[config.mk]
export PLATFORM = sky130hd
export DESIGN_NAME = mem_bus_arbiter
export DESIGN_NICKNAME = d
export VERILOG_FILES = /design/src/rtl/mem_bus_arbiter.sv
export SDC_FILE = /design/constraint.sdc
export NUM_CORES = 1
export LEC_CHECK = 0
export BUFFER_PORTS_ARGS = -buffer_cell sky130_fd_sc_hd__buf_4
export CELL_PAD_IN_SITES_DETAIL_PLACEMENT = 2
export CELL_PAD_IN_SITES_GLOBAL_PLACEMENT = 2
export CORE_MARGIN = 1
export CORE_UTILIZATION = 30
export DETAILED_ROUTE_END_ITERATION = 10
export GPL_TIMING_DRIVEN = 0
export PLACE_DENSITY_LB_ADDON = 0.1
export SLEW_MARGIN = 20
export SYNTH_ARGS = -nofsm -noshare
export SYNTH_HDL_FRONTEND = slang
export SYNTH_SLANG_ARGS = --single-unit
[constraint.sdc]
create_clock -name clk -period 3.9 [get_ports clk]
set_clock_uncertainty 0.05 [all_clocks]
set_input_delay 0.39 -clock clk [delete_from_list [all_inputs] [get_ports clk]]
set_output_delay 0.39 -clock clk [all_outputs]
set_load 0.05 [all_outputs]
[src/rtl/mem_bus_arbiter.sv]
// mem_bus_arbiter
// Shares the single main-memory port among NUM_CORES private caches.
// Round-robin arbitration with one transaction in flight at a time. Every
// granted access is broadcast on the snoop bus for one cycle and then issued
// to main memory. This block is the only snoop-bus driver in the system.
//
// Ports
//   clk, rst                 clock, synchronous active-high reset
//   req_valid/we/addr/wdata  per-core request (core i addr at [i*ADDR_W +: ADDR_W],
//                            wdata at [i*8 +: 8])
//   req_ready                per-core one-cycle accept pulse
//   resp_valid               per-core one-cycle completion pulse
//   resp_data, resp_err      shared response byte / timeout flag, qualified by resp_valid
//   snoop_valid/core/cmd/addr  snoop broadcast (cmd 0 read, 1 RFO)
//   mem_valid/we/addr/wdata  request to main memory, held until done or timeout
//   mem_rdata, mem_done      memory read byte and one-cycle completion pulse
//
// All outputs are registered: the next output values are computed together
// with the next state, so each output reflects the state it is registered into.

module mem_bus_arbiter #(
   parameter int NUM_CORES = 4,
   parameter int ADDR_W    = 11,
   parameter int TIMEOUT   = 64
) (
   input  logic                        clk,
   input  logic                        rst,
   input  logic [NUM_CORES-1:0]        req_valid,
   input  logic [NUM_CORES-1:0]        req_we,
   input  logic [NUM_CORES*ADDR_W-1:0] req_addr,
   input  logic [NUM_CORES*8-1:0]      req_wdata,
   output logic [NUM_CORES-1:0]        req_ready,
   output logic [NUM_CORES-1:0]        resp_valid,
   output logic [7:0]                  resp_data,
   output logic                        resp_err,
   output logic                        snoop_valid,
   output logic [1:0]                  snoop_core,
   output logic                        snoop_cmd,
   output logic [ADDR_W-1:0]           snoop_addr,
   output logic                        mem_valid,
   output logic                        mem_we,
   output logic [ADDR_W-1:0]           mem_addr,
   output logic [7:0]                  mem_wdata,
   input  logic [7:0]                  mem_rdata,
   input  logic                        mem_done
);

   localparam int CNT_W = (TIMEOUT > 1) ? $clog2(TIMEOUT) : 1;

   typedef enum logic [1:0] {
      IDLE  = 2'd0,
      SNOOP = 2'd1,
      MEM   = 2'd2,
      RESP  = 2'd3
   } state_t;

   state_t              state_q, state_d;
   logic [1:0]          grant_q, grant_d;
   logic                we_q, we_d;
   logic [ADDR_W-1:0]   addr_q, addr_d;
   logic [7:0]          wdata_q, wdata_d;
   logic [7:0]          rdata_q, rdata_d;
   logic                err_q, err_d;
   logic [CNT_W-1:0]    cnt_q, cnt_d;
   logic [1:0]          rr_ptr_q, rr_ptr_d;

   logic [NUM_CORES-1:0] req_ready_d, resp_valid_d;
   logic [7:0]           resp_data_d;
   logic                 resp_err_d;
   logic                 snoop_valid_d, snoop_cmd_d;
   logic [1:0]           snoop_core_d;
   logic [ADDR_W-1:0]    snoop_addr_d;
   logic                 mem_valid_d, mem_we_d;
   logic [ADDR_W-1:0]    mem_addr_d;
   logic [7:0]           mem_wdata_d;

   logic [ADDR_W-1:0]    addr_arr  [NUM_CORES];
   logic [7:0]           wdata_arr [NUM_CORES];

   logic                 win_found;
   logic [1:0]           win_idx;
   logic [2:0]           search_sum;

   // Unpack the flat per-core buses so the winner can be selected by index.
   always_comb begin
      for (int c = 0; c < NUM_CORES; c++) begin
         addr_arr[c]  = req_addr[c*ADDR_W +: ADDR_W];
         wdata_arr[c] = req_wdata[c*8 +: 8];
      end
   end

   // Round-robin search: first valid requester at or after rr_ptr, wrapping.
   // rr_ptr and the offset are both below NUM_CORES, so one conditional
   // subtraction is enough to wrap the sum.
   always_comb begin
      win_found  = 1'b0;
      win_idx    = rr_ptr_q;
      search_sum = 3'd0;
      for (int i = 0; i < NUM_CORES; i++) begin
         search_sum = {1'b0, rr_ptr_q} + 3'(i);
         if (search_sum >= 3'(NUM_CORES)) begin
            search_sum = search_sum - 3'(NUM_CORES);
         end
         if (!win_found && req_valid[search_sum[1:0]]) begin
            win_found = 1'b1;
            win_idx   = search_sum[1:0];
         end
      end
   end

   // Next-state logic and the next value of every registered output.
   // Outputs default to zero so each one is only high in its own state.
   always_comb begin
      state_d  = state_q;
      grant_d  = grant_q;
      we_d     = we_q;
      addr_d   = addr_q;
      wdata_d  = wdata_q;
      rdata_d  = rdata_q;
      err_d    = err_q;
      cnt_d    = cnt_q;
      rr_ptr_d = rr_ptr_q;

      req_ready_d   = '0;
      resp_valid_d  = '0;
      resp_data_d   = 8'd0;
      resp_err_d    = 1'b0;
      snoop_valid_d = 1'b0;
      snoop_core_d  = 2'd0;
      snoop_cmd_d   = 1'b0;
      snoop_addr_d  = '0;
      mem_valid_d   = 1'b0;
      mem_we_d      = 1'b0;
      mem_addr_d    = '0;
      mem_wdata_d   = 8'd0;

      case (state_q)
         IDLE: begin
            if (win_found) begin
               grant_d              = win_idx;
               we_d                 = req_we[win_idx];
               addr_d               = addr_arr[win_idx];
               wdata_d              = wdata_arr[win_idx];
               rdata_d              = 8'd0;
               cnt_d                = '0;
               state_d              = SNOOP;
               req_ready_d[win_idx] = 1'b1;
               snoop_valid_d        = 1'b1;
               snoop_core_d         = win_idx;
               snoop_cmd_d          = req_we[win_idx];
               snoop_addr_d         = addr_arr[win_idx];
            end
         end

         SNOOP: begin
            state_d     = MEM;
            cnt_d       = '0;
            mem_valid_d = 1'b1;
            mem_we_d    = we_q;
            mem_addr_d  = addr_q;
            mem_wdata_d = wdata_q;
         end

         MEM: begin
            // A completion in the same cycle as the timeout takes priority.
            if (mem_done) begin
               rdata_d               = we_q ? 8'd0 : mem_rdata;
               state_d               = RESP;
               resp_valid_d[grant_q] = 1'b1;
               resp_data_d           = we_q ? 8'd0 : mem_rdata;
               resp_err_d            = 1'b0;
            end else if (cnt_q == CNT_W'(TIMEOUT - 1)) begin
               err_d                 = 1'b1;
               state_d               = RESP;
               resp_valid_d[grant_q] = 1'b1;
               resp_data_d           = rdata_q;
               resp_err_d            = 1'b1;
            end else begin
               cnt_d       = cnt_q + 1'b1;
               mem_valid_d = 1'b1;
               mem_we_d    = we_q;
               mem_addr_d  = addr_q;
               mem_wdata_d = wdata_q;
            end
         end

         RESP: begin
            rr_ptr_d = (grant_q == 2'(NUM_CORES - 1)) ? 2'd0 : grant_q + 2'd1;
            err_d    = 1'b0;
            cnt_d    = '0;
            state_d  = IDLE;
         end

         default: begin
            state_d = IDLE;
         end
      endcase
   end

   // State, transaction context and output registers. Reset abandons any
   // transaction in flight without issuing a response.
   always_ff @(posedge clk) begin
      if (rst) begin
         state_q     <= IDLE;
         grant_q     <= 2'd0;
         we_q        <= 1'b0;
         addr_q      <= '0;
         wdata_q     <= 8'd0;
         rdata_q     <= 8'd0;
         err_q       <= 1'b0;
         cnt_q       <= '0;
         rr_ptr_q    <= 2'd0;
         req_ready   <= '0;
         resp_valid  <= '0;
         resp_data   <= 8'd0;
         resp_err    <= 1'b0;
         snoop_valid <= 1'b0;
         snoop_core  <= 2'd0;
         snoop_cmd   <= 1'b0;
         snoop_addr  <= '0;
         mem_valid   <= 1'b0;
         mem_we      <= 1'b0;
         mem_addr    <= '0;
         mem_wdata   <= 8'd0;
      end else begin
         state_q     <= state_d;
         grant_q     <= grant_d;
         we_q        <= we_d;
         addr_q      <= addr_d;
         wdata_q     <= wdata_d;
         rdata_q     <= rdata_d;
         err_q       <= err_d;
         cnt_q       <= cnt_d;
         rr_ptr_q    <= rr_ptr_d;
         req_ready   <= req_ready_d;
         resp_valid  <= resp_valid_d;
         resp_data   <= resp_data_d;
         resp_err    <= resp_err_d;
         snoop_valid <= snoop_valid_d;
         snoop_core  <= snoop_core_d;
         snoop_cmd   <= snoop_cmd_d;
         snoop_addr  <= snoop_addr_d;
         mem_valid   <= mem_valid_d;
         mem_we      <= mem_we_d;
         mem_addr    <= mem_addr_d;
         mem_wdata   <= mem_wdata_d;
      end
   end

endmodule

Yosys cells after proc, flatten, opt, wreduce, memory -nomap -nowiden
Cells that the tools add are included.
Widths: inputs -> output; s select.
{"block": "classes", "add_sub_neg": 9, "n_lt_le_gt_ge": 13, "eq_ne": 10, "n_mux": 63, "bitwise": 4, "n_reduce_logical": 19}
{"cell": "$mux 8", "n": 9}
{"cell": "$mux 11", "n": 4}
{"cell": "$pmux 8 s2", "n": 2}
{"cell": "$mux 2", "n": 12}
{"cell": "$bmux 11 s2", "n": 1}
{"cell": "$pmux 11 s2", "n": 1}
{"cell": "$lt 2x3->1 const B", "n": 6}
{"cell": "$mux 6", "n": 3}
{"cell": "$pmux 6 s3", "n": 1}
{"cell": "$mux 1", "n": 17}
{"cell": "$bmux 8 s2", "n": 1}
{"cell": "$ge 3x3->1 const B", "n": 4}
{"cell": "$bmux 1 s2", "n": 5}
{"cell": "$mux 4", "n": 2}
{"cell": "$ne 2x2->1 const B", "n": 4}
{"cell": "$pmux 2 s4", "n": 1}
{"cell": "$sub 2x1->2 const B", "n": 4}
{"cell": "$add 2x2->3 const B", "n": 2}
{"cell": "$add 6x1->6 const B", "n": 1}
{"cell": "$eq 2x2->1 const B", "n": 3}
{"cell": "$eq 6x6->1 const B", "n": 1}
{"cell": "$reduce_and 3->1", "n": 2}
{"cell": "$reduce_or 2->1", "n": 3}
{"cell": "$reduce_or 3->1", "n": 2}
{"cell": "other kinds (15)", "n": 27}
{"block": "totals", "ff_bits": 93, "input_bits": 95, "output_inout_bits": 53, "wordCells": 138}

Logic depth before layout (Yosys ltp)
{"block": "depth", "depth_word": 18, "depth_mapped": 8, "ltp_nobuf": 6}

Least setup slack after synthesis
Ideal clock, no wire load.
{"block": "synth_path", "kind": "reg-to-reg", "from": "register cnt_q[0]", "to": "register cnt_q[5]", "setup_time_ps": 70, "arrival_ps": 1773, "required_ps": 3780, "path_slack_ps": 2007, "stages_incl_launch_ff": 7, "n_path_buf": 0, "period_less_slack_ps": 1893, "cell_sequence": "dfxtp_1 ha_1 and3_4 a31o_4 a21o_1 or4_1 a21oi_1"}
{"block": "synth_via", "elab_chain_len": 4, "elab_cells_between_ends": 7, "classes_between": "add/sub (1); eq/ne (2); mux (3); reduce/logical (1)"}
{"element": "from (decl)", "line_no": "64", "source": "logic [CNT_W-1:0] cnt_q, cnt_d;"}
{"element": "from (signal assigned)", "line_no": "233", "source": "cnt_q <= cnt_d;"}
{"element": "$add 6x1->6", "line_no": "179", "source": "cnt_d = cnt_q + 1'b1;"}
{"element": "$mux 6", "line_no": "172", "source": "end else if (cnt_q == CNT_W'(TIMEOUT - 1)) begin"}
{"element": "$mux 6", "line_no": "166", "source": "if (mem_done) begin"}
{"element": "$pmux 6 s3", "line_no": "137", "source": "case (state_q)"}
Parallel ways exist; a longest one is shown, timed or not. The select of a mux whose other input is x is not followed.
A chain may end at the register's enable or synchronous reset.

Final worst setup path
{"block": "layout_path", "from": "register cnt_q[0]", "to": "register mem_addr[3]"}
{"block": "layout_via", "elab_chain_len": 4}
{"element": "$eq 6x6->1", "line_no": "172"}
{"element": "$mux 11", "line_no": "172"}
{"element": "$mux 11", "line_no": "166"}
{"element": "$pmux 11 s2", "line_no": "137"}
{"element": "to (signal assigned)", "line_no": "245", "source": "mem_addr <= mem_addr_d;"}
{"element": "to (decl)", "line_no": "42", "source": "output logic [ADDR_W-1:0] mem_addr,"}
No other way between the ends.

==> summary.txt <==
Yosys
  • Top FF cell, synth: dfxtp_1
  • Post-synth top area share: 50.61%
  • Synth Cell Area: 0.003679 sq mm
  • Async SR Flop Fraction: 0%
  • Top cells by count, synth: dfxtp_1, mux2i_1, nand2_1, nor2_1, and2_1
  • Yosys reg bits: 93
  • Syn Area/Cell: 10.25 sq um
  • Netlist cell types: 41
  • Top-count cell post-synth: dfxtp_1
  • Yosys warns: 0
  • Top cells by area, synth: dfxtp_1, mux2i_1, o221ai_1
  • Leading area contributor after synthesis: dfxtp_1
  • Number of synthesized flops with an enable pin: 0
  • Sequential element share of the synthesized area: 50.61%
  • Cells after Synth: 359
  • Net Count, Synth: 464

Finish
  • Area delta synth->final: 42.99%
  • Filler cells: 1310
  • Layout cell share with drive strength beyond 1: 35.63%
  • Antenna cell count: 0
  • Design area: 0.005260 sq mm
  • # nets final: 622

CTS
  • # Post-CTS Setup Buffers: 0
  • Hold Buf Count CTS: 0
  • # resized after CTS: 0
  • Clock Latency Late Sink: 0.35 ns
  • Root Buffer Master: clkbuf_16
  • TritonCTS Buffers: 9
  • Clk slew on worst S/H paths: 0.07 ns
  • CTS tree: built
  • Clk buf depth: 2
  • Clk sinks: 93
  • CTS H-tree depth: 3

Floorplan
  • Die Span Y: 112.7 microns
  • Area of the core: 0.01196 sq mm
  • Die Width: 112.7 microns
  • Starting Density: 30.75%
  • Io pins: 148
  • Die area: 0.01271 sq mm
  • Number of cell rows: 40

Power
  • Worst vdd ir: 0.2264 mV
  • Leakage power: 2.321 nW
  • Register share of total power: 39.9%
  • Combinational power share: 32.1%
  • Clk pwr share: 28.0%
  • P_int: 0.001963 W
  • Net Sw Power: 0.001100 W
  • Switching share of power: 35.91%
  • P per Cell Area: 582.3 mW/mm^2

GRT
  • Initial antenna violation count: 0
  • Largest net degree at the start of global routing: 17
  • First-pass GRT wire length: 18.28 mm
  • Vias in the first global route: 3550
  • Total GRT Usage: 18.91%
  • Gr ovfl total: 0

Timing
  • RSZ-0062 raised after global routing: no
  • Worst hold margin: 0.2118 ns
  • Setup TNS: 0 ns
  • F_max: 420.4 MHz
  • Setup WS post-layout: 1.521 ns
  • Slew headroom: 52.15%
  • Final setup fails: 0
  • Worst-margin pin slew: 0.7085 ns
  • Final Hold Fails: 0
  • Min cycle time layout: 2.379 ns
  • Ratio of final minimum period to clock period: 60.99%
  • Final Max Slew Viols: 0

Hold path
  • HP Class: primary input to register
  • Worst Hold Path EP: resp_data[5]
  • Worst Hold Launch: mem_rdata[5]
  • Hold path depth: 2

Place
  • Placed cell areas: 0.004966 sq mm
  • DP HPWL: 9.058 mm
  • Routability-driven placement congestion ratio: 0.7404
  • I/O Buffers: 147
  • Dpl ws: 1.520 ns

Route
  • WL final: 11.71 mm
  • Drt drc: 0
  • Via density: 4.922
  • Drt wl/cell: 17.51 microns
  • Final ANT Viol Nets: 0
  • Pre-antenna DRT Iters: 4
  • DRT iter0 DRCs: 75
  • Via count of the routed design: 3293

Run
  • Max-cap violations: 0

Critical path
  • CP required: 4.14 ns
  • Top delay family on crit path: simple AND/OR/NAND/NOR gates
  • WS Path Type: register to register
  • Setup slack, reg-to-reg: 1.52 ns
  • CP arrival: 2.62 ns
  • Cell Chain, Critical Path: ha_1 -> and3_4 -> a31oi_1 -> a21oi_1 -> nor3b_1 -> clkbuf_1 -> and2_1
  • Slowest cell delay on critical path: 0.43 ns
  • CP startpoint kind: register
  • Slowest cell on crit path: clkbuf_1
  • RR Endpoint: mem_addr[3]
  • CP endpoint kind: register
  • FF-to-FF Start: cnt_q[0]
  • Max FO, Critical Path: 10
  • Worst reg2reg path depth: 7
  • CP Buf/Inv Count: 1

Outcome
  • Status: complete, no violations
-- state kept, by name, summed over array words and instances, names as in the netlist --
register	count
addr_q	11
mem_addr	11
snoop_addr	11
mem_wdata	8
rdata_q	8
resp_data	8
wdata_q	8
cnt_q	6
req_ready	4
resp_valid	4
grant_q	2
rr_ptr_q	2
snoop_core	2
state_q	2
mem_valid	1
mem_we	1
resp_err	1
snoop_cmd	1
snoop_valid	1
we_q	1
-- through the flow --
step	util (%)	total power, W	instances
after floorplan	-	0.001864	359
after global routing	43.97	0.003223	669
final	43.97	0.003063	669
after CTS	43.97	0.003116	669
after detailed placement	41.52	0.002242	653
after global placement	41.52	0.002201	653
-- area by class of cell --
cell class	instances	area [sq um]	share of cell area, %
Inverter	9	33.78	0.6422
Tap cell	147	183.9	3.497
Clock buffer	11	252.7	4.805
Sequential cell	93	1862	35.39
Timing Repair Buffer	147	1104	20.98
Clock inverter	5	41.29	0.7850
Multi-Input combinational cell	236	1657	31.49
Buffer	21	126.4	2.402
-- worst max path at each step --
stage | from | end | depth (start not counted)
6_report | cnt_q[0] | mem_addr[3] | 7
5_1_grt | cnt_q[0] | mem_addr[2] | 7
4_1_cts | cnt_q[0] | mem_addr[0] | 7
3_5_place_dp | cnt_q[0] | mem_addr[3] | 7
2_1_floorplan | cnt_q[0] | cnt_q[5] | 6
3_3_place_gp | cnt_q[0] | mem_addr[2] | 7
-- worst reg2reg max path: cells and delay by family, from the launching register on --
| kind | cells | cell delay, ns |
|---|---|---|
| compound gates | 2 | 0.44 |
| fa+ha+maj | 1 | 0.24 |
| buf+inv | 1 | 0.43 |
| flops | 1 | 0.34 |
| simple gates | 3 | 0.82 |
-- layout by cell type, fill, tap and decap left out, types with 7 or more instances in the layout --
master | synthesis | final
nor2_1 | 28 | 28
and2_1 | 25 | 25
mux2i_1 | 46 | 46
inv_1 | 9 | 9
buf_4 | 3 | 150
buf_2 | 11 | 11
o221ai_1 | 21 | 21
nand2_1 | 32 | 32
ha_1 | 10 | 10
a21oi_1 | 13 | 13
clkbuf_16 | 0 | 9
dfxtp_1 | 93 | 93
o22ai_1 | 12 | 12
a22o_1 | 7 | 7
-- routing by layer --
| metal | share of wire (%) | routed length [microns] | GRT usage [%] |
|---|---|---|---|
| met4 | 1.6 | 182 | 7.822 |
| met3 | 5.8 | 675 | 5.249 |
| met1 | 40 | 4729 | 20.81 |
| met5 | 0 | 0 | 0 |
| met2 | 52 | 6124 | 34.20 |
-- logic make-up after synthesis --
| logic type | synth area share [%] |
|---|---|
| DFF | 50.61 |
| buffers and inverters | 4.353 |
| xor gates and xnor gates | 0.7144 |
| muxes | 12.52 |
| and+or+nand+nor | 14.35 |
| adders and majority gates | 3.401 |
| AOI/OAI and AO/OA | 14.05 |
-- power groups by stage --
stage	Sequential, W	Combinational [W]	Clock [W]
6_report	0.00122	0.000985	0.000857
5_1_grt	0.00124	0.00106	0.000919
4_1_cts	0.00122	0.00101	0.000886
3_5_place_dp	0.00124	0.000999	0
3_3_place_gp	0.00123	0.000969	0
2_1_floorplan	0.00145	0.000418	0
No activity file was read; power rests on OpenSTA's default activity.
